`src/rtl/friet_pkg.sv`:
```
// Shared definitions for the FRIET output-stream arbiter: FSM encodings,
// the message block counter saturation value and a grant decode helper.
package friet_pkg;

  typedef enum logic [1:0] {
    ST_IDLE = 2'd0,
    ST_OWN0 = 2'd1,
    ST_OWN1 = 2'd2
  } arb_state_t;

  localparam logic [7:0] MSG_BLOCKS_MAX = 8'd255;

  // One-hot owner code derived from the arbiter state; 2'b00 while idle.
  function automatic logic [1:0] grant_of(input arb_state_t st);
    logic [1:0] g;
    g = 2'b00;
    if (st == ST_OWN0) g = 2'b01;
    if (st == ST_OWN1) g = 2'b10;
    return g;
  endfunction

endpackage

```
`src/rtl/friet_stream_out_reg.sv`:
```
// Single-entry output register stage. A block loaded with 'load' appears on
// the outputs the following cycle. 'space' tells the producer that a load is
// allowed this cycle: either the register is empty or its content is being
// popped by the downstream consumer in the same cycle (full throughput).
module friet_stream_out_reg #(
  parameter int DATA_WIDTH = 128,
  parameter int SIZE_WIDTH = 5
) (
  input  logic                  clk,
  input  logic                  rst_n,
  input  logic                  load,
  input  logic [DATA_WIDTH-1:0] load_data,
  input  logic [SIZE_WIDTH-1:0] load_size,
  input  logic                  load_last,
  output logic                  space,
  output logic [DATA_WIDTH-1:0] dout,
  output logic [SIZE_WIDTH-1:0] dout_size,
  output logic                  dout_last,
  output logic                  dout_valid,
  input  logic                  dout_ready
);

  assign space = !dout_valid || dout_ready;

  // Control half of the pipe: valid/size/last, cleared by reset so a held
  // block is discarded when the stream is reset mid-message.
  always_ff @(posedge clk) begin
    if (!rst_n) begin
      dout_valid <= 1'b0;
      dout_size  <= '0;
      dout_last  <= 1'b0;
    end else if (load) begin
      dout_valid <= 1'b1;
      dout_size  <= load_size;
      dout_last  <= load_last;
    end else if (dout_ready) begin
      dout_valid <= 1'b0;
    end
  end

  // Data half of the pipe: no reset needed, qualified by dout_valid.
  always_ff @(posedge clk) begin
    if (load) begin
      dout <= load_data;
    end
  end

endmodule

```
`src/rtl/friet_stream_out_arbiter.sv`:
```
// Message-granular arbiter merging the ciphertext (channel 0) and tag
// (channel 1) block streams into one registered output stream.
//
// Handshake: on every din*/dout interface a block moves on a rising clk edge
// exactly when valid and ready are both 1 in the cycle before that edge;
// valid never depends on ready, and a producer keeps its block stable until
// it is taken.
//
// Ownership is granted in IDLE (round-robin on contention) and held until the
// owner's last block is accepted, so messages are never interleaved. The
// one-hot 'grant' output mirrors the FSM state for observation.
module friet_stream_out_arbiter
  import friet_pkg::*;
#(
  parameter int DIN_WIDTH      = 128,
  parameter int DIN_SIZE_WIDTH = 4
) (
  input  logic                    clk,
  input  logic                    rst_n,
  input  logic [DIN_WIDTH-1:0]    din0,
  input  logic [DIN_SIZE_WIDTH:0] din0_size,
  input  logic                    din0_last,
  input  logic                    din0_valid,
  output logic                    din0_ready,
  input  logic [DIN_WIDTH-1:0]    din1,
  input  logic [DIN_SIZE_WIDTH:0] din1_size,
  input  logic                    din1_last,
  input  logic                    din1_valid,
  output logic                    din1_ready,
  output logic [DIN_WIDTH-1:0]    dout,
  output logic [DIN_SIZE_WIDTH:0] dout_size,
  output logic                    dout_last,
  output logic                    dout_valid,
  input  logic                    dout_ready,
  output logic [1:0]              grant,
  output logic [7:0]              msg_blocks
);

  arb_state_t                state;
  arb_state_t                state_next;
  logic                      rr;
  logic                      space;
  logic                      accept;
  logic [DIN_WIDTH-1:0]      sel_data;
  logic [DIN_SIZE_WIDTH:0]   sel_size;
  logic                      sel_last;

  assign grant = grant_of(state);

  // Next-state, upstream ready and owner data mux. Readies are forced low
  // while reset is asserted because the state register only clears on the edge.
  always_comb begin
    state_next = state;
    din0_ready = 1'b0;
    din1_ready = 1'b0;
    accept     = 1'b0;
    sel_data   = din0;
    sel_size   = din0_size;
    sel_last   = din0_last;
    case (state)
      ST_IDLE: begin
        if (din0_valid && din1_valid) state_next = rr ? ST_OWN1 : ST_OWN0;
        else if (din0_valid)          state_next = ST_OWN0;
        else if (din1_valid)          state_next = ST_OWN1;
      end
      ST_OWN0: begin
        din0_ready = rst_n && space;
        accept     = din0_valid && din0_ready;
        if (accept && din0_last) state_next = ST_IDLE;
      end
      ST_OWN1: begin
        din1_ready = rst_n && space;
        accept     = din1_valid && din1_ready;
        sel_data   = din1;
        sel_size   = din1_size;
        sel_last   = din1_last;
        if (accept && din1_last) state_next = ST_IDLE;
      end
      default: state_next = ST_IDLE;
    endcase
  end

  // State register and round-robin pointer: after a message ends the other
  // channel becomes preferred.
  always_ff @(posedge clk) begin
    if (!rst_n) begin
      state <= ST_IDLE;
      rr    <= 1'b0;
    end else begin
      state <= state_next;
      if (accept && sel_last) rr <= (state == ST_OWN0);
    end
  end

  // Per-message block counter: cleared when ownership starts, saturating.
  always_ff @(posedge clk) begin
    if (!rst_n) begin
      msg_blocks <= 8'd0;
    end else if (state == ST_IDLE && state_next != ST_IDLE) begin
      msg_blocks <= 8'd0;
    end else if (accept && msg_blocks != MSG_BLOCKS_MAX) begin
      msg_blocks <= msg_blocks + 8'd1;
    end
  end

  friet_stream_out_reg #(
    .DATA_WIDTH (DIN_WIDTH),
    .SIZE_WIDTH (DIN_SIZE_WIDTH + 1)
  ) u_out_reg (
    .clk        (clk),
    .rst_n      (rst_n),
    .load       (accept),
    .load_data  (sel_data),
    .load_size  (sel_size),
    .load_last  (sel_last),
    .space      (space),
    .dout       (dout),
    .dout_size  (dout_size),
    .dout_last  (dout_last),
    .dout_valid (dout_valid),
    .dout_ready (dout_ready)
  );

endmodule
```
`config.mk`:
```
export PLATFORM = sky130hd
export DESIGN_NAME = friet_stream_out_arbiter
export DESIGN_NICKNAME = d
export VERILOG_FILES = /design/src/rtl/friet_pkg.sv /design/src/rtl/friet_stream_out_reg.sv /design/src/rtl/friet_stream_out_arbiter.sv
export SDC_FILE = /design/constraint.sdc
export NUM_CORES = 1
export LEC_CHECK = 0
export ABC_AREA = 0
export CAP_MARGIN = 5
export CORE_AREA = 2 2 161 163
export DETAILED_ROUTE_END_ITERATION = 10
export DIE_AREA = 0 0 163 165
export SYNTH_ARGS = -nofsm -noshare
export SYNTH_HDL_FRONTEND = slang
export SYNTH_HIERARCHICAL = 1
export SYNTH_SLANG_ARGS = --single-unit
```
`constraint.sdc`:
```
create_clock -name clk -period 12.8 [get_ports clk]
set_input_delay 2.56 -clock clk [delete_from_list [all_inputs] [get_ports clk]]
set_output_delay 2.56 -clock clk [all_outputs]
set_load 0.1 [all_outputs]
```
==> metrics.md, run 1 <==
| Metric | Value |
|---|---|
| Status | `finished, final reports clean` |
| Initial Utilization | `0.255` |
| GRT Total Usage | `0.153` |
| Clock slew at reported path FFs | `0.06 ns` |
| Yosys warning count | `6` |
| Cell Pwr Density | `109 nW/µm²` |
| Sw frac | `0.262` |
| Standard-cell rows | `58` |
| I/O pin total | `420` |
| Share of cells above drive strength 1 | `0.216` |
| Post-synthesis sequential area ratio | `0.658` |
| Routed vias/inst | `4.24` |
| Pins Over Slew Limit | `0` |
| Clock sinks | `146` |
| Setup Fix Bufs, Post-CTS | `0` |
| Biggest area consumer among synthesized cells | `edfxtp_1` |
| Die W | `163 µm` |
| DR DRC count | `0` |
| Cell mode on critical path | `clkdlybuf4s50_1` |
| Sw Pwr | `0.330 mW` |
| Type of the worst min-delay path | `flop to flop` |
| Clock Skews | `0.00879 ns` |
| Filler Cells Inserted | `2317` |
| Relative slew slack | `0.287` |
| Fin Setup TNS | `0 ns` |
| CP Data Required Time | `10.24 ns` |
| Largest cells by area after synthesis | `edfxtp_1 (60%), mux2_2 (24%), dfxtp_1 (5.6%)` |
| WP data arrival | `4.85 ns` |
| Clk pwr share | `0.392` |
| Drt first pass iters | `4` |
| Routed WL | `21.7 mm` |
| Slowest cell on crit path | `clkdlybuf4s50_1` |
| Wire per inst | `19.0 µm` |
| P_int | `0.928 mW` |
| Post-synthesis net count | `655` |
| 1st-iter DRT viols | `231` |
| Die H | `165 µm` |
| CORE AREA | `25000 µm²` |
| Worst skew pair latency | `0.41 ns` |
| Syn_area_per_cell | `16.9 µm²` |
| Max Fanout on Critical Path | `16` |
| CTS root buf | `clkbuf_16` |
| DP HPWL | `16.6 mm` |
| Kind of critical path | `primary input to output port` |
| Largest net degree at the start of global routing | `70` |
| RSZ-0062 raised after global routing | `false` |
| Global-route wire length before repair | `30.1 mm` |
| GPL Wtd Cong | `0.758` |
| Synth Cell Area | `6390 µm²` |
| Antenna violations before repair | `1` |
| Final ANT Viol Nets | `0` |
| DIE AREA | `26900 µm²` |
| CTS H-Tree Depth | `4` |
| Overall power | `1.26 mW` |
| MaxCap Viol Count | `0` |
| Min cycle time layout | `7.41 ns` |
| Flops & latches, synth | `146` |
| Share of power burned in registers | `0.425` |
| TritonCTS clock tree | `built` |
| Startpoint Class | `primary input` |
| Comb pwr share | `0.183` |
| Nets@finish | `1079` |
| Post-synthesis instance total | `377` |
| Fin cells | `1145` |
| Cts-stage hold buffer count | `0` |
| Grt ovf | `0` |
| Cts bufs inserted | `17` |
| Area Growth Syn to Fin | `80.4%` |
| Synth cell types | `38` |
| Number of global-route vias before repair | `4885` |
| Final setup viols | `0` |
| Final instance area | `11500 µm²` |
| Critical Path Max Stage Delay | `1.13 ns` |
| Share of the synthesized area in the top cell type | `0.602` |
| CP Cell Sequence | `clkdlybuf4s50_1 > and3_1 > clkdlybuf4s50_1` |
| FMAX | `135 MHz` |
| CP Capture Type | `output port` |
| Clock buffer depth | `2` |
| Via count | `4853` |
| Worst-Margin Slew | `1.07 ns` |
| Placed Area | `10900 µm²` |
| Final Hold Viols | `0` |
| CTS-repair resized insts | `0` |
| VDD IR-drop max | `65.4 µV` |
| Final period util | `0.579` |
| Number of port buffers | `419` |
| Inst Count DP | `1112` |
| Leakage | `3.89 nW` |
## cells by family (layout without fill, tap and decap cells)
logic type	Yosys count	after routing	synth area share
multiplexers	142	142	0.249
buffers and inverters	22	459	0.0167
XOR/XNOR	2	2	0.00274
other	0	1	0
AO/OA/AOI/OAI	27	27	0.0308
adder cells (fa/ha/maj)	5	5	0.00980
flip-flops	146	146	0.658
AND/OR/NAND/NOR	33	33	0.0329
## per-layer routing
metal | global-route usage | wire length, µm | part of all wire | vias up
li1 | - | - | - | 2318
met3 | 0.0480 | 1680 | 0.077 | 18
met4 | 0.0455 | 366 | 0.017 | 0
met1 | 0.172 | 8240 | 0.38 | 2318
met2 | 0.278 | 11400 | 0.53 | 199
met5 | 0 | 0 | 0 | -
## state kept, by name (all words and copies together) (netlist names)
signal / cells
u_out_reg/dout_size: 5
state: 2
u_out_reg/dout_valid: 1
u_out_reg/dout_last: 1
rr: 1
msg_blocks: 8
u_out_reg/dout: 128
## cells in the final DEF (no fill, tap or decap), types with 5 or more instances in the layout
master           Yosys  routed
clkdlybuf4s50_1      0     419
mux2_2             134     134
edfxtp_1           128     128
dfxtp_1             18      18
clkbuf_16            0      17
nor2b_1             10      10
mux2i_1              8       8
inv_1                5       5
a22oi_1              5       5
inv_6                0       5
## cells in the mapped netlist, drive strengths merged
library cell and instances:
dfxtp 18, nand2 3, or3 3, nand2b 1, o22ai 1, a22oi 6, nor2b 10, o21ba 1
inv 5, a22o 1, buf 16, clkbuf 1, o21ai 5, and2 1, o31ai 2, ha 5
mux2i 8, edfxtp 128, nand4 4, mux2 134, o21a 1, a21boi 1, or4 2, o2111ai 4
nand3 3, a21oi 3, xor2 2, and3 3, nor2 2, or2b 1, o211ai 1, o21bai 1
## power groups by stage
stage | logic [mW] | clock network [mW] | registers [mW]
after floorplan | 0.0663 | 0 | 0.598
after global placement | 0.231 | 0 | 0.544
after detailed placement | 0.231 | 0 | 0.545
after CTS | 0.233 | 0.512 | 0.534
after global routing | 0.242 | 0.529 | 0.535
final | 0.230 | 0.493 | 0.534
## cell type report
| cell class | count | area [µm²] | share of cell area |
|---|---|---|---|
| timing repair buffer | 422 | 4220 | 0.366 |
| sequential | 146 | 4200 | 0.365 |
| multi-input combinational | 209 | 2090 | 0.182 |
| clock buffer | 17 | 425 | 0.0369 |
| tap | 330 | 413 | 0.0358 |
| clock inverter | 15 | 148 | 0.0128 |
| inverter | 5 | 18.8 | 0.00163 |
| antenna | 1 | 2.50 | 0.000217 |
## critical path, delay by kind of cell
kind / cells / cell delay [ns]
buffers and inverters: 2 / 2.03
and+or+nand+nor: 1 / 0.26
## metrics by stage
stage | utilization | worst slack, ns | hold slack [ns]
after floorplan | - | 6.09 | 0.487
final | 0.460 | 5.39 | 0.524
after detailed placement | 0.437 | 5.39 | 0.508
after global routing | 0.460 | 5.34 | 0.554
after global placement | 0.437 | 5.38 | 0.504
after CTS | 0.460 | 5.38 | 0.524
## worst paths after layout
path | from | to | slack [ns] | depth (start not counted)
worst min register to register | u_out_reg/dout_size[0]$_SDFFE_PN0P_ | u_out_reg/dout_size[0]$_SDFFE_PN0P_ | 0.52 | 2
worst max-delay path | rst_n | din1_ready | 5.39 | 3
worst max register to register | state[1]$_SDFF_PN0_ | u_out_reg/dout[58]$_DFFE_PP_ | 9.48 | 5
worst min-delay path | u_out_reg/dout_size[0]$_SDFFE_PN0P_ | u_out_reg/dout_size[0]$_SDFFE_PN0P_ | 0.52 | 2
Note: power is estimated with default switching activity, not from simulation.
==> run 2: changes to the inputs <==
Settings changed: CORE_AREA 2 2 161 163 to 2 2 163 165, DIE_AREA 0 0 163 165 to 0 0 165 167.
Clock period 12.8 ns to 7 ns, I/O delays scaled along.
==> run 2 against run 1 <==
Compared with the run above:
- clock power grew 100%
- power increased by 91%
- setup slack lost 3.4 ns
- critical endpoint unchanged
- critical path type unchanged
- design area grew 0.67%
- worst hold slack improved by 0.0016 ns
- largest cell class unchanged
- non-clock buffer count is the same
- global-route usage decreased by 0.49 points
==> metrics.md, run 2 (same netlist as run 1, synthesis figures left out) <==
| Metric | Value |
|---|---|
| Kind of critical path | `primary input to output port (unchanged)` |
| Cts-stage hold buffer count | `0 (unchanged)` |
| Share of cells above drive strength 1 | `0.213 (was 0.216)` |
| TritonCTS clock tree | `built (unchanged)` |
| Filler Cells Inserted | `2384 (was 2317)` |
| Biggest register | `u_out_reg/dout (unchanged)` |
| Critical Path Max Stage Delay | `1.20 ns (was 1.13 ns)` |
| Slowest cell on crit path | `clkdlybuf4s50_1 (unchanged)` |
| CP Capture Type | `output port (unchanged)` |
| Most frequent cells in the layout | `clkdlybuf4s50_1 (419), mux2_2 (134), edfxtp_1 (128) (unchanged)` |
| Number of global-route vias before repair | `4972 (was 4885)` |
| Final Hold Viols | `0 (unchanged)` |
| Status | `finished, final reports clean (unchanged)` |
| Antenna cells | `0 (was 1)` |
| Max Fanout on Critical Path | `16 (unchanged)` |
| MaxCap Viol Count | `0 (unchanged)` |
| Wire per inst | `18.5 µm (was 19.0 µm)` |
| WP data arrival | `3.62 ns (was 4.85 ns)` |
| Clock Skews | `0.0139 ns (was 0.00879 ns)` |
| Leakage | `3.91 nW (was 3.89 nW)` |
| CTS-repair resized insts | `0 (unchanged)` |
| Worst-Margin Slew | `1.08 ns (was 1.07 ns)` |
| DP HPWL | `16.0 mm (was 16.6 mm)` |
| Initial Utilization | `0.248 (was 0.255)` |
| CTS H-Tree Depth | `4 (unchanged)` |
| Startpoint Class | `primary input (unchanged)` |
| Fin cells | `1147 (was 1145)` |
| Overall power | `2.40 mW (was 1.26 mW)` |
| Routed vias/inst | `4.27 (was 4.24)` |
| Number of port buffers | `419 (unchanged)` |
| Max reg flops | `128 (unchanged)` |
| Clock sinks | `146 (unchanged)` |
| Fin Setup TNS | `0 ns (unchanged)` |
| FMAX | `199 MHz` |
| Standard-cell rows | `59 (was 58)` |
| Clock slew at reported path FFs | `0.06 ns (about the same)` |
| Die W | `165 µm (was 163 µm)` |
| Grt ovf | `0 (unchanged)` |
| Cts bufs inserted | `17 (unchanged)` |
| Worst skew pair latency | `0.42 ns (was 0.41 ns)` |
| DR DRC count | `0 (unchanged)` |
| Pins Over Slew Limit | `0 (unchanged)` |
| GRT Total Usage | `0.148 (was 0.153)` |
| Via count | `4896 (was 4853)` |
| GPL Wtd Cong | `0.788 (was 0.758)` |
| Clock buffer depth | `2 (unchanged)` |
| Area Growth Syn to Fin | `81.6% (was 80.4%)` |
| CP Cell Sequence | `clkdlybuf4s50_1 > and3_1 > clkdlybuf4s50_1 (unchanged)` |
| Type of the worst min-delay path | `flop to flop (unchanged)` |
| Routed WL | `21.2 mm (was 21.7 mm)` |
| Final setup viols | `0 (unchanged)` |
| Global-route wire length before repair | `30.2 mm (was 30.1 mm)` |
| CP Data Required Time | `5.60 ns (was 10.24 ns)` |
| Nets@finish | `1079 (unchanged)` |
| I/O pin total | `420 (unchanged)` |
| 1st-iter DRT viols | `214 (was 231)` |
| VDD IR-drop max | `122 µV (was 65.4 µV)` |
| Drt first pass iters | `4 (unchanged)` |
| Final ANT Viol Nets | `0 (unchanged)` |
| Inst Count DP | `1117 (was 1112)` |
| Cell Pwr Density | `207 nW/µm² (was 109 nW/µm²)` |
| Antenna violations before repair | `0 (was 1)` |
| Commonest non-fill, non-tap cell in the layout | `clkdlybuf4s50_1 (unchanged)` |
| Min cycle time layout | `5.02 ns` |
| Relative slew slack | `0.277 (was 0.287)` |
| Cell mode on critical path | `clkdlybuf4s50_1 (unchanged)` |
| CTS root buf | `clkbuf_16 (unchanged)` |
| CORE AREA | `25800 µm² (was 25000 µm²)` |
| DIE AREA | `27600 µm² (was 26900 µm²)` |
| Final period util | `0.717` |
| Biggest regs | `u_out_reg/dout (128), msg_blocks (8), u_out_reg/dout_size (5) (unchanged)` |
| RSZ-0062 raised after global routing | `false (unchanged)` |
| Die H | `167 µm (was 165 µm)` |
| Setup Fix Bufs, Post-CTS | `0 (unchanged)` |
| Largest net degree at the start of global routing | `75 (was 70)` |
run 2: changes by cell type in the layout (fill, tap and decap cells not counted), sizes merged:
cell | before | now
inv | 13 | 7
bufinv | 1 | 5
clkinv | 5 | 3
clkbuf | 17 | 18
clkinvlp | 1 | 2
diode | 1 | 0
run 2: worst max-delay path, delay by kind of cell:
family	cells	cell delay [ns]
buf+inv	2	1.98
simple gates	1	0.23
run 2: cell type report:
type,instances,area [µm²],area share
inverters,5,18.8,0.00162
clock buffers,18,429,0.0370
multi-input cells,209,2090,0.180
well taps,335,419,0.0361
clock inverters,12,205,0.0177
flip-flops and latches,146,4200,0.363
repair buffers,422,4230,0.365
run 2: metrics by stage:
stage | hold slack, ns | setup slack [ns] | utilization | instance area [µm²]
final | 0.525 | 1.98 | 0.450 | 11600
after global placement | 0.497 | 1.92 | 0.425 | 11000
after detailed placement | 0.512 | 1.93 | 0.425 | 11000
after CTS | 0.527 | 1.94 | 0.450 | 11600
after floorplan | 0.487 | 1.45 | - | 6390
after global routing | 0.563 | 1.87 | 0.450 | 11600
run 2: worst paths after layout:
check             cells past startpoint  slack (ns)                                  end                           startpoint
hold / removal                        2        0.53  u_out_reg/dout_size[1]$_SDFFE_PN0P_  u_out_reg/dout_size[1]$_SDFFE_PN0P_
setup reg to reg                      8        3.61  u_out_reg/dout_size[1]$_SDFFE_PN0P_                  state[0]$_SDFF_PN0_
hold reg to reg                       2        0.53  u_out_reg/dout_size[1]$_SDFFE_PN0P_  u_out_reg/dout_size[1]$_SDFFE_PN0P_
setup / recovery                      3        1.98                           din1_ready                                rst_n
run 2: metal layers:
| metal | vias up | GRT usage | share of wire |
|---|---|---|---|
| li1 | 2319 | - | - |
| met1 | 2337 | 0.166 | 0.38 |
| met2 | 213 | 0.263 | 0.52 |
| met3 | 27 | 0.0428 | 0.076 |
| met4 | 0 | 0.0537 | 0.022 |
| met5 | - | 0 | 0 |
run 2: power breakdown:
part           internal (mW)  leakage, nW  switching (mW)
logic                  0.223         2.31           0.196
clock network          0.632        0.303           0.369
registers              0.972         1.30         0.00547
